<file path="config.mk">
export PLATFORM = sky130hd
export DESIGN_NAME = fsk_period_demod_flat
export DESIGN_NICKNAME = d
export VERILOG_FILES = /design/src/rtl/fsk_period_demod_if.sv /design/src/rtl/fsk_period_demod.sv /design/src/flat_wrapper.sv
export SDC_FILE = /design/constraint.sdc
export NUM_CORES = 1
export LEC_CHECK = 0
export ABC_CLOCK_PERIOD_IN_PS = 8700
export BUFFER_PORTS_ARGS = -buffer_cell sky130_fd_sc_hd__buf_2
export CELL_PAD_IN_SITES_DETAIL_PLACEMENT = 2
export CELL_PAD_IN_SITES_GLOBAL_PLACEMENT = 2
export CORE_AREA = 2 2 95 97
export DETAILED_ROUTE_END_ITERATION = 10
export DIE_AREA = 0 0 97 99
export GPL_TIMING_DRIVEN = 0
export PLACE_DENSITY = 0.88
export SYNTH_ARGS = -nofsm -noshare
export SYNTH_HDL_FRONTEND = slang
export SYNTH_SLANG_ARGS = --single-unit
</file>
<file path="constraint.sdc">
create_clock -name clk -period 8.7 [get_ports clk]
set_clock_uncertainty 0.05 [all_clocks]
set_input_delay 0.435 -clock clk [delete_from_list [all_inputs] [get_ports clk]]
set_output_delay 0.435 -clock clk [all_outputs]
set_load 0.05 [all_outputs]
</file>
<file path="src/rtl/fsk_period_demod_if.sv">
// fsk_period_demod_if: control and result bundle for the FSK period demodulator
//   master: drives en and fsk_in, observes the demodulated results
//   slave : the demodulator side
interface fsk_period_demod_if #(
  parameter int SUM_W = 18
);
  logic en;
  logic fsk_in;
  logic data_out;
  logic data_valid;
  logic carrier_ok;
  logic [SUM_W-1:0] sum_out;
  modport master(output en, fsk_in, input data_out, data_valid, carrier_ok, sum_out);
  modport slave(input en, fsk_in, output data_out, data_valid, carrier_ok, sum_out);
endinterface

</file>
<file path="src/rtl/fsk_period_demod.sv">
// fsk_period_demod: period-measuring FSK demodulator with deglitching and hysteresis slicing
//   clk              system clock
//   rst              asynchronous active-high reset
//   bus.en           enable; low returns the block to IDLE (conditioning keeps running)
//   bus.fsk_in       raw asynchronous FSK square wave
//   bus.data_out     demodulated bit, held between decisions
//   bus.data_valid   one-cycle pulse when data_out/sum_out update
//   bus.carrier_ok   high while a carrier is being tracked
//   bus.sum_out      interval sum of the last completed window
module fsk_period_demod #(
  parameter int CNT_W              = 14,
  parameter int COUNTER_MAX        = 10000,
  parameter int PERIODS_TO_MEASURE = 2,
  parameter int SUM_W              = 18,
  parameter int THRESHOLD          = 160,
  parameter int HYST               = 8,
  parameter int GLITCH_CYCLES      = 3,
  parameter int EDGE_MODE          = 0
) (
  input logic clk,
  input logic rst,
  fsk_period_demod_if.slave bus
);
  localparam logic [SUM_W-1:0] HI = SUM_W'(THRESHOLD + HYST);
  localparam logic [SUM_W-1:0] LO = SUM_W'(THRESHOLD - HYST);
  typedef enum logic {IDLE, MEASURE} state_t;
  state_t r_state;
  logic [1:0] r_sync;
  logic r_filt, r_filt_d;
  logic [3:0] r_gcnt;
  logic [CNT_W-1:0] r_cnt;
  logic [SUM_W-1:0] r_sum, r_sum_out;
  logic [3:0] r_n;
  logic r_data, r_valid, r_carrier;
  logic w_strobe, w_sat, w_last;
  logic [SUM_W-1:0] w_total;
  // Strobe is taken from the registered filter output so every edge sees the same pipeline delay.
  assign w_strobe = (EDGE_MODE != 0) ? (r_filt & ~r_filt_d) : (r_filt ^ r_filt_d);
  assign w_sat    = r_cnt == CNT_W'(COUNTER_MAX);
  assign w_last   = r_n == 4'(PERIODS_TO_MEASURE - 1);
  // r_cnt already equals the distance to the previous strobe when the strobe arrives.
  assign w_total  = r_sum + SUM_W'(r_cnt);
  always_ff @(posedge clk or posedge rst) begin
    if (rst) begin
      r_sync   <= '0;
      r_filt   <= 1'b0;
      r_filt_d <= 1'b0;
      r_gcnt   <= '0;
    end else begin
      r_sync   <= {r_sync[0], bus.fsk_in};
      r_filt_d <= r_filt;
      // Accept a new level only after GLITCH_CYCLES consecutive differing samples.
      if (r_sync[1] == r_filt) r_gcnt <= '0;
      else if (r_gcnt == 4'(GLITCH_CYCLES - 1)) begin
        r_filt <= r_sync[1];
        r_gcnt <= '0;
      end else r_gcnt <= r_gcnt + 4'(1);
    end
  end
  always_ff @(posedge clk or posedge rst) begin
    if (rst) r_cnt <= '0;
    else if (!bus.en) r_cnt <= '0;
    else if (w_strobe) r_cnt <= CNT_W'(1);
    else if (!w_sat) r_cnt <= r_cnt + CNT_W'(1);
  end
  always_ff @(posedge clk or posedge rst) begin
    if (rst) begin
      r_state   <= IDLE;
      r_sum     <= '0;
      r_n       <= '0;
      r_data    <= 1'b0;
      r_valid   <= 1'b0;
      r_carrier <= 1'b0;
      r_sum_out <= '0;
    end else begin
      r_valid <= 1'b0;
      if (!bus.en) begin
        r_state   <= IDLE;
        r_sum     <= '0;
        r_n       <= '0;
        r_carrier <= 1'b0;
      end else if (r_state == IDLE) begin
        if (w_strobe) begin
          r_state <= MEASURE;
          r_sum   <= '0;
          r_n     <= '0;
        end
      end else if (w_strobe) begin
        // A strobe coinciding with saturation is still accumulated with D=COUNTER_MAX.
        if (w_last) begin
          r_sum     <= '0;
          r_n       <= '0;
          r_valid   <= 1'b1;
          r_sum_out <= w_total;
          r_carrier <= 1'b1;
          r_data    <= (w_total > HI) ? 1'b0 : (w_total < LO) ? 1'b1 : r_data;
        end else begin
          r_sum <= w_total;
          r_n   <= r_n + 4'(1);
        end
      end else if (w_sat) begin
        r_state   <= IDLE;
        r_sum     <= '0;
        r_n       <= '0;
        r_carrier <= 1'b0;
      end
    end
  end
  assign bus.data_out   = r_data;
  assign bus.data_valid = r_valid;
  assign bus.carrier_ok = r_carrier;
  assign bus.sum_out    = r_sum_out;
endmodule

</file>
<file path="src/flat_wrapper.sv">
// flat-port wrapper written by rule: the top's interface ports become plain ports
module fsk_period_demod_flat 
#(
  parameter int CNT_W              = 14,
  parameter int COUNTER_MAX        = 10000,
  parameter int PERIODS_TO_MEASURE = 2,
  parameter int SUM_W              = 18,
  parameter int THRESHOLD          = 160,
  parameter int HYST               = 8,
  parameter int GLITCH_CYCLES      = 3,
  parameter int EDGE_MODE          = 0
)
  (clk, rst, bus_en, bus_fsk_in, bus_data_out, bus_data_valid, bus_carrier_ok, bus_sum_out);
  fsk_period_demod_if #(.SUM_W(SUM_W)) bus_i ();
  input logic clk;
  input logic rst;
  input wire logic [$bits(bus_i.en)-1:0] bus_en;
  input wire logic [$bits(bus_i.fsk_in)-1:0] bus_fsk_in;
  output wire logic [$bits(bus_i.data_out)-1:0] bus_data_out;
  output wire logic [$bits(bus_i.data_valid)-1:0] bus_data_valid;
  output wire logic [$bits(bus_i.carrier_ok)-1:0] bus_carrier_ok;
  output wire logic [$bits(bus_i.sum_out)-1:0] bus_sum_out;
  assign bus_i.en = bus_en;
  assign bus_i.fsk_in = bus_fsk_in;
  assign bus_data_out = bus_i.data_out;
  assign bus_data_valid = bus_i.data_valid;
  assign bus_carrier_ok = bus_i.carrier_ok;
  assign bus_sum_out = bus_i.sum_out;
  fsk_period_demod #(.CNT_W(CNT_W), .COUNTER_MAX(COUNTER_MAX), .PERIODS_TO_MEASURE(PERIODS_TO_MEASURE), .SUM_W(SUM_W), .THRESHOLD(THRESHOLD), .HYST(HYST), .GLITCH_CYCLES(GLITCH_CYCLES), .EDGE_MODE(EDGE_MODE)) u_core (.clk(clk), .rst(rst), .bus(bus_i));
endmodule
</file>
* After elaboration in Yosys (flattened, before gate mapping)
Cells that the tools add are included.
** Operators by class
- $lt $le $gt $ge :: 2
- Add/sub/neg operators :: 4
- Multiplexer cells :: 33
- Bitwise logic cells :: 2
- Equal/unequal tests :: 9
- Reduce and logical (&&, ||, !) cells :: 6
** Operators with widths (number)
- $mux 18 :: 6
- $mux 14 :: 3
- $mux 4 :: 8
- $add 18x14->18 :: 1
- $gt 18x8->1 const B :: 1
- $lt 18x8->1 const B :: 1
- $mux 1 :: 16
- $add 14x1->14 const B :: 1
- $eq 14x14->1 const B :: 1
- $add 4x1->4 const B :: 2
- $ne 3x1->1 const B :: 2
- $reduce_and 5->1 :: 1
- $eq 4x1->1 const B :: 1
- $eq 4x2->1 const B :: 1
- $reduce_and 2->1 :: 2
- $reduce_and 4->1 :: 1
- $ne 3x2->1 const B :: 1
- $ne 3x3->1 const B :: 1
- $reduce_and 3->1 :: 1
- $ne 2x1->1 const B :: 1
- $reduce_bool 2->1 :: 1
- $eq 1x1->1 :: 1
- $not 1->1 :: 1
- $xor 1x1->1 :: 1
** Storage, ports and cells
- Output and inout bits :: 21
- Register bits after elaboration :: 66
- Word-level logic and storage cells :: 68

* Logic depth before layout (Yosys ltp)
Gate-level depths: netlist of the first run.
- Depth after elaboration :: 5
- Mapped depth :: 11
- Gate-level depth less buffers :: 11

* Worst setup path after synthesis of the first run
No wires, ideal clock.
- Path type :: reg2reg
- From :: register u_core.r_cnt[0]
- To :: register u_core.r_data, in the netlist u_core.bus.data_out
- Setup time :: 103 ps
- Data arrival time :: 2627 ps
- Stages on the path, launching flop included :: 12
- Path slack :: 5920 ps
- Cells stage by stage :: dfrtp_1 > ha_1 > inv_1 > fa_1 > nor2b_4 > o2111ai_2 > and4b_4 > a2111oi_4 > o211a_1 > xnor2_1 > nand4b_1 > o41ai_2
** Between the ends
- Word-level cells in the longest chain between the ends :: 4
- Elaborated cells on any way between the ends :: 6
- Those cells by class :: 1 x add/sub; 2 x order compare; 1 x mux; 2 x reduce/logical
** Ends and longest elaborated chain
- start: declaration :: RTL line fsk_period_demod.sv:31 : logic [CNT_W-1:0] r_cnt;
- start signal: assignment :: RTL line fsk_period_demod.sv:64 : else if (!w_sat) r_cnt <= r_cnt + CNT_W'(1);
- $add 18x14->18 (*) :: RTL line fsk_period_demod.sv:42 : assign w_total = r_sum + SUM_W'(r_cnt);
- $lt 18x8->1 or $gt 18x8->1 (tied branches) :: RTL line fsk_period_demod.sv:96 : r_data <= (w_total > HI) ? 1'b0 : (w_total < LO) ? 1'b1 : r_data;
- $reduce_bool 2->1 (no line)
- $reduce_and 5->1 (no line)
- end signal: assignment :: RTL line fsk_period_demod.sv:96
- end: declaration :: RTL line fsk_period_demod.sv:34 : logic r_data, r_valid, r_carrier;
Mark *: on every way between the ends. The rest lies on a longest branch, timed or not.
A chain may end at the register's enable or synchronous reset.

* Final worst setup path of the first run
Same ends and word-level chain as after synthesis.

==> impl_summary.md, run 1 <==
Run status
The run finished with clean final reports.

GRT
The via count of the first global-routing pass is approximately 3,200. The number of antenna violations at the first check in global routing is 0. For met3 alone, demand over resource in global routing was approximately 4.8%.

For met2 alone, demand over resource in global routing was 39.4%. The wire length of the first global-routing pass is 16,700 um. The total congestion overflow after global routing is 0. The global routing stage identified its most utilized layer as met2. The largest net degree at the start of global routing is 38. For this run, the total global-route usage over all layers was measured as 22.1%. In the global route stage, met1 resource usage came out at 26.1%.

Clocking
After clock tree synthesis, the clock-pin slew on the worst setup and hold paths is about 90 ps. In this run the post-CTS setup repair buffer count came out at 0. In this run the deepest clock path goes through 2 buffers. The total number of H-tree levels is 3. The clock reaches the later pin of the worst-skew pair after 360 ps.

In this run, post-CTS repair resized a total of 0 instances. TritonCTS built the clock tree. Counting the buffers created by CTS gives 9. The library cell used as clock root buffer is sky130_fd_sc_hd__clkbuf_8. The number of hold buffers added after cts is 0. The clock sink count is 66.

Logic synthesis
Counting every instance in the synthesized netlist gives between 300 and 400. The post-synthesis instance area is 3550 um2. The mean area per synthesized cell is 10.2 um2. The number of nets in the synthesized netlist is between 300 and 400. The number of synthesis warnings is 0. The number of flops mapped to enable cells by yosys is 0. The sequential fraction of the synthesis area is 46.5%. The synthesized design contains 66 register bits. The most instantiated flip-flop cell in the synthesis netlist is sky130_fd_sc_hd__dfrtp_1.

Synthesis instantiated 54 different standard cells from the library. The share of synthesized registers carrying an async set or reset is 100%.

Power
The total power is 795 uW. Power spread over the standard cell area amounts to 198 nW/um2. The leakage power summed over all cells is 1.91 nW. The worst voltage drop across the vdd grid is 0.000105 V.

Placed design
At the end of routability-driven placement, the weighted congestion stood at 0.794. Summed over all nets, the half-perimeter wirelength after detailed placement is 7360 um. The post-placement worst setup slack is 5400 ps. During placement, the flow inserted port buffers numbering 24.

Setup path
The kind of critical path is flop to flop. The required time reported for the critical path endpoint is between 8000 and 9000 ps. The highest net fanout along the worst path is 5. The type of element launching the critical path is a flop.

The worst setup path is captured at a flop. The arrival time reported for the critical path endpoint is ~3500 ps.

Layout
The post-synthesis to final-layout area growth is 13.1%. The final-layout fill cell count is 901. The antenna cell count is 0. The final net count is 410. Cells with a size suffix above 1 make up 18.2% of the layout. For this run, the share of the core covered by cells in the final layout is 47.0%.

STA
Setup repair after global routing left no endpoint under its margin. The worst hold slack is 134 ps. The time the final worst path needs with I/O delays and setup is between 3000 and 4000 ps. The count of endpoints failing setup in the final report is 0.

The total negative setup slack is 0 ps. The transition time at the pin with the least slew margin is 814 ps. The worst relative slew slack is between 40 and 50%.

For this run, the top clock speed supported by timing is 0.301 GHz. The ratio of final minimum period to clock period is 38.1%. The least setup slack across all paths after layout is 5380 ps. The number of pins with negative max-slew slack in the final report is 0.

The number of hold-slack violations in the final timing report was 0.

Floorplanning
The floorplan step defined a die boundary enclosing between 9000 and 10,000 um2. Once the floorplan was initialized, standard cells occupied 41.6% of the core. The overall die width is 97 um. The floorplan step set the die height to around 99 um. The number of top-level pins is 25.

After floorplanning, the core was divided into 34 placement rows. The floorplan step defined a core boundary enclosing 8550 um2.

Detailed routing
In the final routed layout, each cell accounts on average for 20.0 um. The count of routing violations after the opening detailed-route iteration is 89. The remaining antenna violation count is 0.

Using the TritonRoute via totals, the vias-per-cell ratio works out to 5.68. For this block, the routed nets add up to 9940 um of wire. The pre-antenna-repair detailed-routing pass consisted of 4 iterations. The overall via count from detail_route is 2,827.

The total DRC errors in the routed layout is 0.

Flow run
Across the run, the number of max-cap violations was 0.

Hold path
The tightest min-delay check is of the input pin to flop type.
## sequential cells by signal, summed over array words and instances, names as in the netlist
signal	cells
u_core.bus.sum_out	18
u_core.r_sum	18
u_core.r_cnt	14
u_core.r_gcnt	4
u_core.r_n	4
u_core.r_sync	2
u_core.bus.carrier_ok	1
u_core.bus.data_out	1
u_core.bus.data_valid	1
u_core.r_filt	1
u_core.r_filt_d	1
u_core.r_state	1
## metrics by stage
stage	instances	area, um2
after floorplan	349	3550
after global placement	481	3810
after detailed placement	482	3830
after CTS	498	4020
after global routing	498	4020
final	498	4020
## synthesized netlist by cell type, drive strengths merged, types with 10 or more instances
cell type | instances | area share (%)
dfrtp | 66 | 46
nand2 | 37 | 3.9
nor2 | 32 | 3.4
o21ai | 32 | 4.6
ha | 20 | 7.0
a21oi | 18 | 2.6
xor2 | 18 | 4.4
nand3 | 13 | 1.8
mux2 | 12 | 3.8
a22o | 11 | 2.7
inv | 11 | 1.2
xnor2 | 10 | 2.5
## cells in the final DEF, fill, tap and decap left out, drive strengths merged, types with 2 or more instances in the layout
| cell type | synthesis | layout |
|---|---|---|
| dfrtp | 66 | 66 |
| nand2 | 37 | 37 |
| nor2 | 32 | 32 |
| o21ai | 32 | 32 |
| buf | 2 | 27 |
| ha | 20 | 20 |
| xor2 | 18 | 18 |
| a21oi | 18 | 18 |
| clkbuf | 6 | 18 |
| nand3 | 13 | 13 |
| mux2 | 12 | 12 |
| a22o | 11 | 11 |
| inv | 11 | 11 |
| xnor2 | 10 | 10 |
| nor2b | 6 | 6 |
| nand4 | 5 | 5 |
| nor3 | 4 | 4 |
| or3 | 4 | 4 |
| a21o | 4 | 4 |
| a211oi | 4 | 4 |
| or2 | 3 | 3 |
| nand3b | 3 | 3 |
| nand2b | 2 | 2 |
| a21boi | 2 | 2 |
| o21bai | 2 | 2 |
| clkinvlp | 0 | 2 |
| clkinv | 0 | 2 |
| and2 | 2 | 2 |
| a2111oi | 2 | 2 |
## logic make-up after synthesis
group	Yosys count	synth area share, %
simple gates	117	15.9
compound gates	86	17.3
flops	66	46.5
xor+xnor	28	6.90
fa+ha+maj	21	7.61
buf+inv	19	2.04
mux	12	3.80
## worst paths after layout
| check | cells after the start | from | slack [ps] | end |
|---|---|---|---|---|
| setup / recovery | 11 | u_core.r_cnt[0] | 5380 | u_core.bus.data_out |
| hold / removal | 1 | bus_fsk_in | 130 | u_core.r_sync[0] |
| setup reg to reg | 11 | u_core.r_cnt[0] | 5380 | u_core.bus.data_out |
| hold reg to reg | 0 | u_core.r_sync[0] | 340 | u_core.r_sync[1] |
| max in group asynchronous | 3 | rst | 7750 | u_core.bus.sum_out[8] |
| min in group asynchronous | 2 | rst | 190 | u_core.bus.sum_out[7] |
## worst max-delay path, cell delays in order (launching register included)
cell and delay, ps:
sky130_fd_sc_hd__dfrtp_1 460, sky130_fd_sc_hd__ha_1 240, sky130_fd_sc_hd__inv_1 70, sky130_fd_sc_hd__fa_1 440
sky130_fd_sc_hd__nor2b_4 160, sky130_fd_sc_hd__o2111ai_2 110, sky130_fd_sc_hd__and4b_4 270, sky130_fd_sc_hd__a211oi_1 430
sky130_fd_sc_hd__nor2_1 140, sky130_fd_sc_hd__a2111oi_2 410, sky130_fd_sc_hd__nand4b_1 180, sky130_fd_sc_hd__o41ai_2 290
## final cells by class
type,instances,area (um2),share of cell area (%)
multi-input cells,264,1830,45.5
flip-flops and latches,66,1650,41.1
clock buffers,12,165,4.11
repair buffers,25,140,3.49
well taps,108,135,3.36
inverters,11,41.3,1.03
plain buffers,8,31.3,0.778
clock inverters,4,25.0,0.623
## power by group
| part | internal (mW) | switching [mW] | leakage, nW |
|---|---|---|---|
| logic | 0.0533 | 0.128 | 0.919 |
| registers | 0.331 | 0.0273 | 0.901 |
| clock network | 0.126 | 0.130 | 0.0944 |
| total | 0.510 | 0.285 | 1.91 |
## per-layer routing
layer | wire length, um | up-vias
met5 | 0 | -
met2 | 5200 | 50
met3 | 313 | 17
li1 | - | 1309
met4 | 219 | 0
met1 | 4210 | 1451
(Power assumes the default switching activity.)
==> inputs of run 2 (changes only) <==
--- a/config.mk
+++ b/config.mk
@@ -5,15 +5,15 @@
 export SDC_FILE = /design/constraint.sdc
 export NUM_CORES = 1
 export LEC_CHECK = 0
-export ABC_CLOCK_PERIOD_IN_PS = 8700
+export ABC_CLOCK_PERIOD_IN_PS = 3260
 export BUFFER_PORTS_ARGS = -buffer_cell sky130_fd_sc_hd__buf_2
 export CELL_PAD_IN_SITES_DETAIL_PLACEMENT = 2
 export CELL_PAD_IN_SITES_GLOBAL_PLACEMENT = 2
-export CORE_AREA = 2 2 95 97
+export CORE_AREA = 2 2 99 101
 export DETAILED_ROUTE_END_ITERATION = 10
-export DIE_AREA = 0 0 97 99
+export DIE_AREA = 0 0 101 103
 export GPL_TIMING_DRIVEN = 0
-export PLACE_DENSITY = 0.88
+export PLACE_DENSITY = 0.82
 export SYNTH_ARGS = -nofsm -noshare
 export SYNTH_HDL_FRONTEND = slang
 export SYNTH_SLANG_ARGS = --single-unit
==> constraint.sdc (replaced) <==
create_clock -name clk -period 3.26 [get_ports clk]
set_clock_uncertainty 0.05 [all_clocks]
set_input_delay 0.163 -clock clk [delete_from_list [all_inputs] [get_ports clk]]
set_output_delay 0.163 -clock clk [all_outputs]
set_load 0.05 [all_outputs]
==> run 2 against run 1 <==
Net effect:
- power grew to 2.7 times the previous value
- utilization shrank 4.1 points
- flip-flop and latch count is the same
- non-clock buffer count grew 3
- global-route usage shrank 1.6 points
- critical path depth shrank 2
- via count shrank 0.92%
- sequential power grew to 2.7 times the previous value
- combinational power grew to 2.8 times the previous value
- final area grew 0.97%
- largest cell class unchanged
- largest power group unchanged
- highest routed layer unchanged
==> impl_summary.md, run 2 (same netlist as run 1, synthesis figures left out) <==
Setup path
The type of element launching the critical path is a flop. The largest delay contributor family on the critical path is compound AO/OA/AOI/OAI gates. On the critical path, the stage with the largest delay is an instance of sky130_fd_sc_hd__a2111oi_2. The critical path is of the flop to flop type. The worst setup path is captured at a flop. At the worst endpoint, the required time is 3450 ps.

The highest net fanout along the worst path is 4. STA puts the critical path data arrival time at 3280 ps. The most repeated library cell on the critical path is sky130_fd_sc_hd__a211oi_2. The critical path buffer and inverter count is 0.

For this run, the slowest stage of the critical path takes 460 ps. The critical path goes through ha_1 -> a211oi_2 -> nor3_1 -> a211oi_2 -> o21ai_0 -> xnor2_1 -> a2111oi_2 -> nand4b_1 -> o41ai_2.

Power
The leakage power summed over all cells is 1.93 nW. The worst voltage drop across the vdd grid is 0.000363 V. The cell area power density is roughly 530 nW/um2. The completed layout was analyzed and its total power is 2.15 mW.

STA
The clock period could shrink to ~3100 ps. The transition time at the pin with the least slew margin is around 840 ps. The ratio of final minimum period to clock period is 94.6%. The count of endpoints failing setup in the final report is 0. The number of hold-slack violations in the final timing report is 0.

The number of pins with negative max-slew slack in the final report came to 0. The worst relative slew slack is between 40 and 50%. Setup repair after global routing left no endpoint under its margin. Derived from the worst setup path, the maximum achievable clock frequency is 0.324 GHz.

Flow run
Across the run, the number of max-cap violations was 0.

Detailed routing
For this block, wires on met1 add up to 4400 um. Detailed routing placed a total of 5050 um of wire on met2. The total DRC errors in the routed layout is 0. Before antenna repair, the detailed router went through 4 iterations. Once detail routing completed, the nets flagged for antenna violations numbered 0.

The per-cell via count in the routed design is 5.54. The detailed router finished its first iteration with 75 violations. Wire segments on met3 add up to 209 um in the final route. The highest metal layer with signal wires is met4. The per-cell routed wire length is 19.3 um.

Summing over every cut layer, the via total after detailed routing is ~2,800. The overall routed net length is 9780 um.

Clocking
Clock-pin slew was measured on the worst setup and hold paths at 70 ps. The clock passes through at most 2 buffers. The later pin in the worst-skew pair is clocked with a latency of 350 ps.

The clock sink count is 66. The tree is rooted in a sky130_fd_sc_hd__clkbuf_8. CTS built an H-tree with a depth of 3. TritonCTS created 9 clock buffers. TritonCTS built the clock tree.

Layout
The final cell count without fillers is 506. The post-route cell area is 4060 um2. Leaving out fill and tap cells, the most frequent cells in the layout are 65 x sky130_fd_sc_hd__dfrtp_1, 37 x sky130_fd_sc_hd__nand2_1, 32 x sky130_fd_sc_hd__nor2_1. The antenna cell count is 0. The library cell used most frequently in the layout, excluding fill and tap cells, is sky130_fd_sc_hd__dfrtp_1. Counting the fill cells in the layout gives 1,043. Registers take approximately 1700 um2. The post-synthesis to final-layout area growth is 14.2%. The final net count is 413. In the final layout, the multi-input gates occupy around 1800 um2. Of the cells placed in the final design, the portion with a size suffix greater than 1 is 19.1%. Once layout is complete, the utilization of the core stands at 42.9%.

GRT
The overall fraction of global-route tracks in use is 20.4%. The number of antenna violations at the first check in global routing came to 0. The first global-routing pass estimated 16,200 um of wire. The via count of the first global-routing pass is ~3,100.

Entering global routing, the biggest net connects 67 pins. The total congestion overflow after global routing is 0.

Placed design
Counting tap cells, the placed design contains a total of between 400 and 500 instances. In this run the tool buffered the top-level ports with 24 buffer cells. After detailed placement, the total cell area comes to 3820 um2. The global placement routability congestion is 0.765. The estimated wirelength of the detail-placed design is 7050 um.

Run status
The flow ran to the end, and the final reports show no timing, DRC or antenna violations.

Floorplanning
The die covers approximately 10,000 um2. The floorplan die height is about 100 um. In this run the horizontal extent of the chip is 101 um. The initial cell density of the core is 37.6%. The count of standard-cell rows is 36.

The core area is ~9500 um2. During I/O placement, the number of pins put on the boundary was 25.

Hold path
The type of the worst min-delay path is input pin to flop.
## run 2: cell type report
cell class / count / area share, %
tap: 114 / 3.52
sequential: 66 / 40.7
multi-input combinational: 264 / 45.4
buffer: 8 / 0.771
clock buffer: 13 / 4.41
timing repair buffer: 28 / 3.82
inverter: 11 / 1.08
clock inverter: 2 / 0.247
## run 2: per-stage QoR
step	hold WS (ps)	setup WS, ps	TNS (ps)
final	62.7	176	0
after global routing	63.3	2.39	0
after CTS	52.1	39.0	0
after detailed placement	224	-108	-108
after global placement	222	56.8	0
after floorplan	144	480	0
## run 2: repair_timing
action                     CTS  global route
setup endpoints to repair    1             1
buffers inserted             0             2
pin swaps                    1             2
resized for setup            2             3
hold buffers                 2             0
cloned                       0             0
hold endpoints to repair    67             0
## run 2: worst reg2reg max path, cell delays in order (launching register included)
cell and delay [ps]:
sky130_fd_sc_hd__dfrtp_1 440, sky130_fd_sc_hd__ha_1 310, sky130_fd_sc_hd__a211oi_2 300, sky130_fd_sc_hd__nor3_1 130
sky130_fd_sc_hd__a211oi_2 390, sky130_fd_sc_hd__o21ai_0 200, sky130_fd_sc_hd__xnor2_1 220, sky130_fd_sc_hd__a2111oi_2 460
sky130_fd_sc_hd__nand4b_1 170, sky130_fd_sc_hd__o41ai_2 310
## run 2: final timing paths
check | start | endpoint | slack, ps | cells past startpoint
setup / recovery | u_core.r_cnt[1] | u_core.bus.data_out | 180 | 9
hold / removal | bus_en | u_core.r_state | 60 | 2
setup reg to reg | u_core.r_cnt[1] | u_core.bus.data_out | 180 | 9
hold reg to reg | u_core.r_sync[0] | u_core.r_sync[1] | 330 | 0
max in group asynchronous | rst | u_core.r_cnt[0] | 2070 | 3
min in group asynchronous | rst | u_core.r_n[3] | 500 | 3
## run 2: layer usage
| layer | vias up | GRT usage (%) |
|---|---|---|
| met1 | 1446 | 25.0 |
| met3 | 13 | 3.05 |
| met2 | 31 | 37.2 |
| li1 | 1311 | - |
| met4 | 0 | 6.55 |
| met5 | - | 0 |
## run 2: report_power, final
| part | leakage (nW) | internal [mW] | total, mW | switching (mW) |
|---|---|---|---|---|
| clock network | 0.101 | 0.353 | 0.676 | 0.323 |
| registers | 0.900 | 0.885 | 0.958 | 0.0731 |
| logic | 0.930 | 0.154 | 0.511 | 0.357 |
